## src/rtl/x1_ioctl_loader.sv

```systemverilog
// Routes the HPS ioctl download stream into one of NREG on-chip memory regions,
// optionally zero-filling the unwritten tail, while holding the CPU in reset.
module x1_ioctl_loader #(
  parameter int                 NREG      = 4,
  parameter int                 MAW       = 16,
  parameter logic [NREG*8-1:0]  REG_IDX   = {8'h03, 8'h02, 8'h01, 8'h00},
  parameter logic [NREG*5-1:0]  REG_AW    = {5'd16, 5'd13, 5'd11, 5'd13},
  parameter logic [NREG-1:0]    FILL_EN   = '0,
  parameter logic [7:0]         FILL_BYTE = 8'h00
) (
  input  logic            clk_sys,
  input  logic            reset,
  input  logic            ioctl_download,
  input  logic [7:0]      ioctl_index,
  input  logic            ioctl_wr,
  input  logic [24:0]     ioctl_addr,
  input  logic [7:0]      ioctl_dout,
  output logic [NREG-1:0] mem_we,
  output logic [MAW-1:0]  mem_addr,
  output logic [7:0]      mem_din,
  output logic            cpu_hold,
  output logic            busy,
  output logic [NREG-1:0] done,
  output logic            err,
  output logic [2:0]      dbg_state
);

  typedef enum logic [2:0] {
    ST_IDLE = 3'd0,
    ST_LOAD = 3'd1,
    ST_SKIP = 3'd2,
    ST_FILL = 3'd3,
    ST_DONE = 3'd4
  } state_t;

  state_t          state_q, state_d;
  logic [2:0]      sel_q, sel_d;
  logic [MAW:0]    hwm_q, hwm_d;
  logic [NREG-1:0] mem_we_q, mem_we_d;
  logic [MAW-1:0]  mem_addr_q, mem_addr_d;
  logic [7:0]      mem_din_q, mem_din_d;
  logic [NREG-1:0] done_q, done_d;
  logic            err_q, err_d;

  logic [4:0]      aw_sel;
  logic [25:0]     size_sel;
  logic [NREG-1:0] sel_oh;
  logic            match;
  logic [2:0]      match_idx;
  logic            in_range;
  logic [MAW:0]    wr_end;
  logic [MAW:0]    hwm_wr;

  // Region decode: properties of the selected region and the lowest index match.
  always_comb begin
    aw_sel    = '0;
    sel_oh    = '0;
    match     = 1'b0;
    match_idx = '0;
    for (int i = 0; i < NREG; i++) begin
      if (sel_q == 3'(i)) begin
        aw_sel    = REG_AW[5*i +: 5];
        sel_oh[i] = 1'b1;
      end
    end
    for (int i = NREG - 1; i >= 0; i--) begin
      if (ioctl_index == REG_IDX[8*i +: 8]) begin
        match     = 1'b1;
        match_idx = 3'(i);
      end
    end
    size_sel = 26'(1) << aw_sel;
    in_range = {1'b0, ioctl_addr} < size_sel;
    wr_end   = ioctl_addr[MAW:0] + (MAW+1)'(1);
    hwm_wr   = (wr_end > hwm_q) ? wr_end : hwm_q;
  end

  always_comb begin
    state_d    = state_q;
    sel_d      = sel_q;
    hwm_d      = hwm_q;
    mem_we_d   = '0;
    mem_addr_d = '0;
    mem_din_d  = '0;
    done_d     = '0;
    err_d      = err_q;
    case (state_q)
      ST_IDLE: begin
        if (ioctl_download) begin
          if (match) begin
            state_d = ST_LOAD;
            sel_d   = match_idx;
            hwm_d   = '0;
            err_d   = 1'b0;
          end else begin
            state_d = ST_SKIP;
          end
        end
      end
      ST_LOAD: begin
        if (ioctl_wr) begin
          if (in_range) begin
            mem_we_d   = sel_oh;
            mem_addr_d = ioctl_addr[MAW-1:0];
            mem_din_d  = ioctl_dout;
            hwm_d      = hwm_wr;
          end else begin
            err_d = 1'b1;
          end
        end
        // The fill decision sees hwm including a write coincident with download low.
        if (!ioctl_download) begin
          if (|(FILL_EN & sel_oh) && (26'(hwm_d) < size_sel)) begin
            state_d = ST_FILL;
          end else begin
            state_d = ST_DONE;
            done_d  = sel_oh;
          end
        end
      end
      ST_SKIP: begin
        if (!ioctl_download) state_d = ST_IDLE;
      end
      ST_FILL: begin
        mem_we_d   = sel_oh;
        mem_addr_d = hwm_q[MAW-1:0];
        mem_din_d  = FILL_BYTE;
        hwm_d      = hwm_q + (MAW+1)'(1);
        if (ioctl_wr) err_d = 1'b1;
        if (26'(hwm_d) == size_sel) begin
          state_d = ST_DONE;
          done_d  = sel_oh;
        end
      end
      ST_DONE: state_d = ST_IDLE;
      default: state_d = ST_IDLE;
    endcase
  end

  always_ff @(posedge clk_sys) begin
    if (reset) begin
      state_q    <= ST_IDLE;
      sel_q      <= '0;
      hwm_q      <= '0;
      mem_we_q   <= '0;
      mem_addr_q <= '0;
      mem_din_q  <= '0;
      done_q     <= '0;
      err_q      <= 1'b0;
    end else begin
      state_q    <= state_d;
      sel_q      <= sel_d;
      hwm_q      <= hwm_d;
      mem_we_q   <= mem_we_d;
      mem_addr_q <= mem_addr_d;
      mem_din_q  <= mem_din_d;
      done_q     <= done_d;
      err_q      <= err_d;
    end
  end

  assign mem_we    = mem_we_q;
  assign mem_addr  = mem_addr_q;
  assign mem_din   = mem_din_q;
  assign done      = done_q;
  assign err       = err_q;
  assign busy      = (state_q != ST_IDLE);
  assign cpu_hold  = (state_q != ST_IDLE);
  assign dbg_state = state_q;

endmodule

```

## config.mk

```make
export PLATFORM = sky130hd
export DESIGN_NAME = x1_ioctl_loader
export DESIGN_NICKNAME = d
export VERILOG_FILES = /design/src/rtl/x1_ioctl_loader.sv
export SDC_FILE = /design/constraint.sdc
export NUM_CORES = 1
export LEC_CHECK = 0
export CORE_ASPECT_RATIO = 0.5
export CORE_MARGIN = 10
export CORE_UTILIZATION = 55
export CTS_CLUSTER_SIZE = 16
export DETAILED_ROUTE_END_ITERATION = 10
export PLACE_DENSITY = 0.86
export SKIP_LAST_GASP = 1
export SLEW_MARGIN = 20
export SYNTH_ARGS = -nofsm -noshare
export SYNTH_HDL_FRONTEND = slang
export SYNTH_SLANG_ARGS = --single-unit
```

## constraint.sdc

```tcl
create_clock -name clk_sys -period 5.8 [get_ports clk_sys]
set_input_delay 0.58 -clock clk_sys [delete_from_list [all_inputs] [get_ports clk_sys]]
set_output_delay 0.58 -clock clk_sys [all_outputs]
set_load 0.05 [all_outputs]
```

==> metrics.yaml, run 1 <==
critical_path.max_fanout: 12
netSwitchingFraction: 0.2423
rsz0062_at_grt: "no"
wirelength_um: 12220
r2r_start: "hwm_q[0]"
endpoint: "hwm_q[1]"
r2r_slack_ns: 2.62
syn_to_final_growth_pct: 27.85
htree_levels: 2
nets: 584
r2r_cells: 7
synth-seq-area-share: 0.3011
p_comb_frac: 0.125
multi_input_area_um2: 2360
finalClockSkew_ns: 0.003510
outcome: "finished, final reports clean"
critPathCaptureType: "register"
setup_viol: 0
pin_count: 83
max_slew.worst_pin.slew_ns: 0.8463
synthCells: 440
power_uw: 807.3
n_fill_cell: 475
period_minus_slack_ns: 4.365
diodes: 0
p_clk_frac: 0.404
worstSetupPathType: "primary input to register"
cts.sinks: 55
fp.dieH_um: 77.66
crit_buf_inv: 1
path_clk_slew_ns: 0.07
sequentialPowerShare: 0.471
dp_hpwl_um: 9207
drc: 0
drt_pass1_iterations: 6
p_leak_uw: 0.001638
worst-path-stages: 12
cp.required_ns: 5.97
hold_viol_final: 0
drt_iter0_drc: 489
cpPeakStageDelay_ns: 0.65
synth-edff-count: 0
start_kind: "primary input"
max_slew_margin: 0.4352
cp_cell_sequence: "clkdlybuf4s50_1 > ha_1 > and4_1 > nand3_1 > nor2_1 > xor2_1 > ha_1 > and4_1 > a2111oi_0 > o21ai_1 > nand2_1 > a211oi_1"
final_cell_area_um2: 4676
crit_family: "simple AND/OR/NAND/NOR gates"
grt-ovfl-total: 0
ys_warn_count: 0
grt_pass1_wl_um: 19110
wl_per_cell_um: 20.36
grt_start_max_net_pins: 24
ir_worst_vdd_uv: 114.3
maxCapViolations: 0
avgSynthCellArea_um2: 8.312
yosys-top-cells-area: "dfxtp_1 30%, ha_1 9.6%, a21oi_1 3.7%"
power-per-cell-area_nw_per_um2: 172.7
cts_max_path_buffers: 2
switching_power_uw: 195.6
synth_cell_type_count: 57
coreArea_um2: 6256
critPathLaunch: "ioctl_addr[0]"
yosysTopAreaCellShare: 0.3011
hold_class: "register to register"
hold_buffers: 0
ys_ff_latch: 55
fp-row-count: 20
cts_root_buf: "clkbuf_16"
placed_area_um2: 4513
async_flop_share: 0
dp_cells: 592
grt_usage: 0.2229
synth_area_um2: 3657
cts_setup_buffers: 0
place.gp.congestion: 0.9829
die-area_um2: 10510
critPathSlowestCell: "a2111oi_0"
fin_tns_setup_ns: 0
grt_pass1_vias: 3584
regArea_um2: 1101
ant_nets: 0
slew_viol_final: 0
cts_tree: "done"
insertion_delay_ns: 0.30
synth_flop_cell: "dfxtp_1"
cts_made_buffers: 5
fmax_ghz: 0.2291
cts_resized: 0
synth_top_cell_by_area: "dfxtp_1"
die_x_um: 135.3
initial_core_util: 0.5846
vias: 3781
antenna_found_initial: 0
viasPerCell: 6.302
portBuffers: 82
crit_arrival_ns: 4.53
p_int_uw: 611.7
final_cells: 600
hold_slack_ns: 0.5329
reg2reg_to: "dbg_state[1]"
post-route-period-util: 0.7526
drive_above_1_share: 0.04688
sequential cells by signal, summed over array words and instances (netlist names):
name,count
done,4
mem_we,4
err,1
hwm_q,17
mem_din,8
sel_q,2
mem_addr,16
dbg_state,3
worst min-delay path, delay by kind of cell, from the launching register on:
kind               cells  cell delay (ns)
AOI/OAI and AO/OA      2             0.13
DFF                    1             0.35
through the flow:
stage | utilization | worst slack (ns)
after floorplan | - | 2.512
after global placement | 0.7214 | 1.201
after detailed placement | 0.7214 | 1.083
after CTS | 0.7470 | 1.384
after global routing | 0.7474 | 1.158
final | 0.7474 | 1.435
logic make-up (layout without fill, tap and decap cells):
group,after synthesis,in the layout,synth area share
simple gates,156,156,0.2320
compound gates,122,122,0.2388
flops,55,55,0.3011
buf+inv,50,118,0.05850
fa+ha+maj,28,28,0.09579
xor+xnor,24,24,0.06158
mux,4,4,0.01129
other cells,1,5,0.001025
routing by layer:
metal / global-route usage / vias to the layer above / routed length [um]
met5: 0 / - / 0
li1: - / 1791 / -
met3: 0.06941 / 20 / 1462
met2: 0.3506 / 232 / 5333
met4: 0.05449 / 0 / 165
met1: 0.2906 / 1738 / 5256
synthesized netlist by cell type (2+ instances only):
cell	number
a2111oi_0	4
a211oi_1	8
a21oi_1	27
a22o_1	15
a22oi_1	3
a311oi_1	3
a32oi_1	4
and2_1	11
and3_1	4
and4_1	5
buf_2	5
buf_4	5
clkbuf_1	16
dfxtp_1	55
ha_1	28
inv_1	23
mux2i_1	3
nand2_1	31
nand2b_1	3
nand3_1	19
nand4_1	12
nor2_1	32
nor3_1	13
nor4_1	9
nor4_4	2
nor4b_1	3
o211ai_1	6
o21a_1	2
o21ai_0	17
o221ai_1	2
o22ai_1	3
o311ai_0	6
o31ai_1	6
o32ai_1	5
or3_1	7
xnor2_1	14
xor2_1	9
power by group through the flow:
stage,combinational (uW),clock (uW),sequential (uW)
finish,101,326,380
global route,111,340,380
CTS,99.4,323,380
detailed placement,97.8,0,389
global placement,96.7,0,389
floorplan,45.8,0,390
area by class of cell:
cell class,count,share of cell area
multi-input cells,339,0.5047
flip-flops and latches,55,0.2355
repair buffers,87,0.1836
clock buffers,7,0.03265
well taps,88,0.02355
inverters,23,0.01846
clock inverters,1,0.001606
placed cells by master, fill, tap and decap left out, types with 12 or more instances in the layout:
cell type        count
clkdlybuf4s50_1     82
xnor2_1             14
nand3_1             19
nand4_1             12
ha_1                28
nand2_1             31
nor3_1              13
a22o_1              15
dfxtp_1             55
a21oi_1             27
o21ai_0             16
nor2_1              31
inv_1               23
worst min-delay path by stage:
stage,start,endpoint,depth (start not counted)
2_1_floorplan,hwm_q[10],hwm_q[10],2
3_3_place_gp,hwm_q[10],hwm_q[10],2
3_5_place_dp,hwm_q[10],hwm_q[10],2
4_1_cts,hwm_q[10],hwm_q[10],2
5_1_grt,hwm_q[10],hwm_q[10],2
6_report,hwm_q[10],hwm_q[10],2
Power figures use the tool's default switching activity.
==> run 2, diff against run 1 <==
Settings changed: CORE_UTILIZATION 55 to 51, PLACE_DENSITY 0.86 to 0.81.
Clock period 5.8 ns to 4.4 ns, I/O delays scaled along.
==> metrics.yaml, run 2 (same netlist as run 1, synthesis figures left out) <==
top_register: "hwm_q"  # unchanged
critical_path.max_fanout: 14  # was 12
outcome: "finished, final reports clean"  # unchanged
r2r_start: "sel_q[0]"  # was hwm_q[0]
cts_max_path_buffers: 2  # unchanged
die_x_um: 139.8  # was 135.3 um
p_leak_uw: 0.001655  # was 0.001638 uW
critPathCaptureType: "register"  # unchanged
path_clk_slew_ns: 0.07  # about the same
htree_levels: 2  # unchanged
cts.sinks: 55  # unchanged
place.gp.congestion: 0.9621  # was 0.9829
setup_viol: 0  # unchanged
grt_usage: 0.2098  # was 0.2229
cts_resized: 0  # unchanged
grt-ovfl-total: 0  # unchanged
ir_worst_vdd_uv: 130.1  # was 114.3 uV
endpoint: "hwm_q[15]"  # was hwm_q[1]
nets: 586  # was 584
fp.dieH_um: 79.88  # was 77.66 um
antenna_found_initial: 0  # unchanged
die-area_um2: 11160  # was 10510 um^2
power-per-cell-area_nw_per_um2: 232.7  # was 172.7 nW/um^2
r2r_cells: 8  # was 7
placed_area_um2: 4533  # was 4513 um^2
viasPerCell: 6.259  # was 6.302
hold_class: "register to register"  # unchanged
cts_root_buf: "clkbuf_16"  # unchanged
post-route-period-util: 0.9206
largest_reg_flops: 17  # unchanged
drc: 0  # unchanged
final_cell_area_um2: 4702  # was 4676 um^2
cp.required_ns: 4.62  # was 5.97 ns
wl_met3_um: 1482  # was 1462 um
wl_per_cell_um: 19.76  # was 20.36 um
fin_tns_setup_ns: 0  # unchanged
vias: 3793  # was 3781
dp_cells: 598  # was 592
period_minus_slack_ns: 4.051
wl_met2_um: 5173  # was 5333 um
start_kind: "primary input"  # unchanged
reg2reg_to: "hwm_q[15]"  # was dbg_state[1]
finalClockSkew_ns: 0.007003  # was 0.003510 ns
ant_nets: 0  # unchanged
worstSetupPathType: "primary input to register"  # unchanged
wirelength_um: 11970  # was 12220 um
fmax_ghz: 0.2469
crit_arrival_ns: 4.27  # was 4.53 ns
initial_core_util: 0.5353  # was 0.5846
syn_to_final_growth_pct: 28.57  # was 27.85%
diodes: 0  # unchanged
n_fill_cell: 566  # was 475
pin_count: 83  # unchanged
critPathLaunch: "ioctl_addr[0]"  # unchanged
grt_pass1_wl_um: 19400  # was 19110 um
fp-row-count: 21  # was 20
final_common_cell: "clkdlybuf4s50_1"  # unchanged
hold_viol_final: 0  # unchanged
final_cell_mix: "82 x clkdlybuf4s50_1, 55 x dfxtp_1, 32 x nor2_1, 31 x nand2_1, 28 x ha_1"  # was 82 x clkdlybuf4s50_1, 55 x dfxtp_1, 31 x nand2_1, 31 x nor2_1, 28 x ha_1
max_slew_margin: 0.4060  # was 0.4352
drt_iter0_drc: 489  # unchanged
cts_setup_buffers: 0  # unchanged
m1WireLength_um: 5216  # was 5256 um
drt_pass1_iterations: 5  # was 6
hold_buffers: 0  # unchanged
cts_tree: "done"  # unchanged
slew_viol_final: 0  # unchanged
portBuffers: 82  # unchanged
cts_made_buffers: 5  # unchanged
r2r_slack_ns: 1.11  # was 2.62 ns
max_slew.worst_pin.slew_ns: 0.8904  # was 0.8463 ns
grt_pass1_vias: 3643  # was 3584
maxCapViolations: 0  # unchanged
coreArea_um2: 6832  # was 6256 um^2
top_layer: "met4"  # unchanged
drive_above_1_share: 0.04864  # was 0.04688
dp_hpwl_um: 9195  # was 9207 um
final_cells: 606  # was 600
rsz0062_at_grt: "no"  # unchanged
insertion_delay_ns: 0.30  # about the same
grt_start_max_net_pins: 24  # unchanged
==> run 2: how the worst min path moves through the flow <==
stage	start	endpoint	slack, ns	cells after the start
2_1_floorplan	hwm_q[10]	hwm_q[10]	0.48	2
3_3_place_gp	err	err	0.52	2
3_5_place_dp	hwm_q[10]	hwm_q[10]	0.53	2
4_1_cts	hwm_q[10]	hwm_q[10]	0.54	2
5_1_grt	err	err	0.59	2
6_report	hwm_q[10]	hwm_q[10]	0.55	2
==> run 2: layer usage <==
metal	GRT usage	vias up
met5	0	-
met4	0.04303	0
met3	0.07185	11
met2	0.3249	236
met1	0.2768	1753
li1	-	1793
==> run 2: worst max-delay path, cell delays in order <==
cell             delay, ns
clkdlybuf4s50_1       0.61
ha_1                  0.25
and4_1                0.35
nand3_1               0.20
nor2_1                0.22
xor2_1                0.18
ha_1                  0.27
a21oi_1               0.13
o21ai_0               0.08
a2111oi_0             0.63
o21a_1                0.53
o311ai_0              0.25
o21ai_0               0.12
==> run 2: layout make-up <==
class	count	area, um^2	area share
clock inverters	3	43.79	0.009313
flip-flops and latches	55	1101	0.2342
well taps	92	115.1	0.02448
multi-input cells	339	2357	0.5013
inverters	23	86.33	0.01836
repair buffers	89	873.3	0.1857
clock buffers	5	125.1	0.02661
==> run 2: through the flow <==
step	power, uW	util	hold WS [ns]	setup slack [ns]
2_1_floorplan	574.0	-	0.4834	1.252
5_1_grt	1130	0.6883	0.5854	0.04990
6_report	1094	0.6883	0.5523	0.3495
3_3_place_gp	640.5	0.6636	0.5179	0.2807
4_1_cts	1092	0.6883	0.5414	0.4459
3_5_place_dp	642.0	0.6636	0.5282	0.1547
==> run 2: power by group <==
group / internal (uW) / leakage [uW] / switching [uW]
Clock: 269 / 0.0000838 / 191
Sequential: 498 / 0.000443 / 2.40
Combinational: 65.9 / 0.00113 / 67.2
Total: 833 / 0.00165 / 261
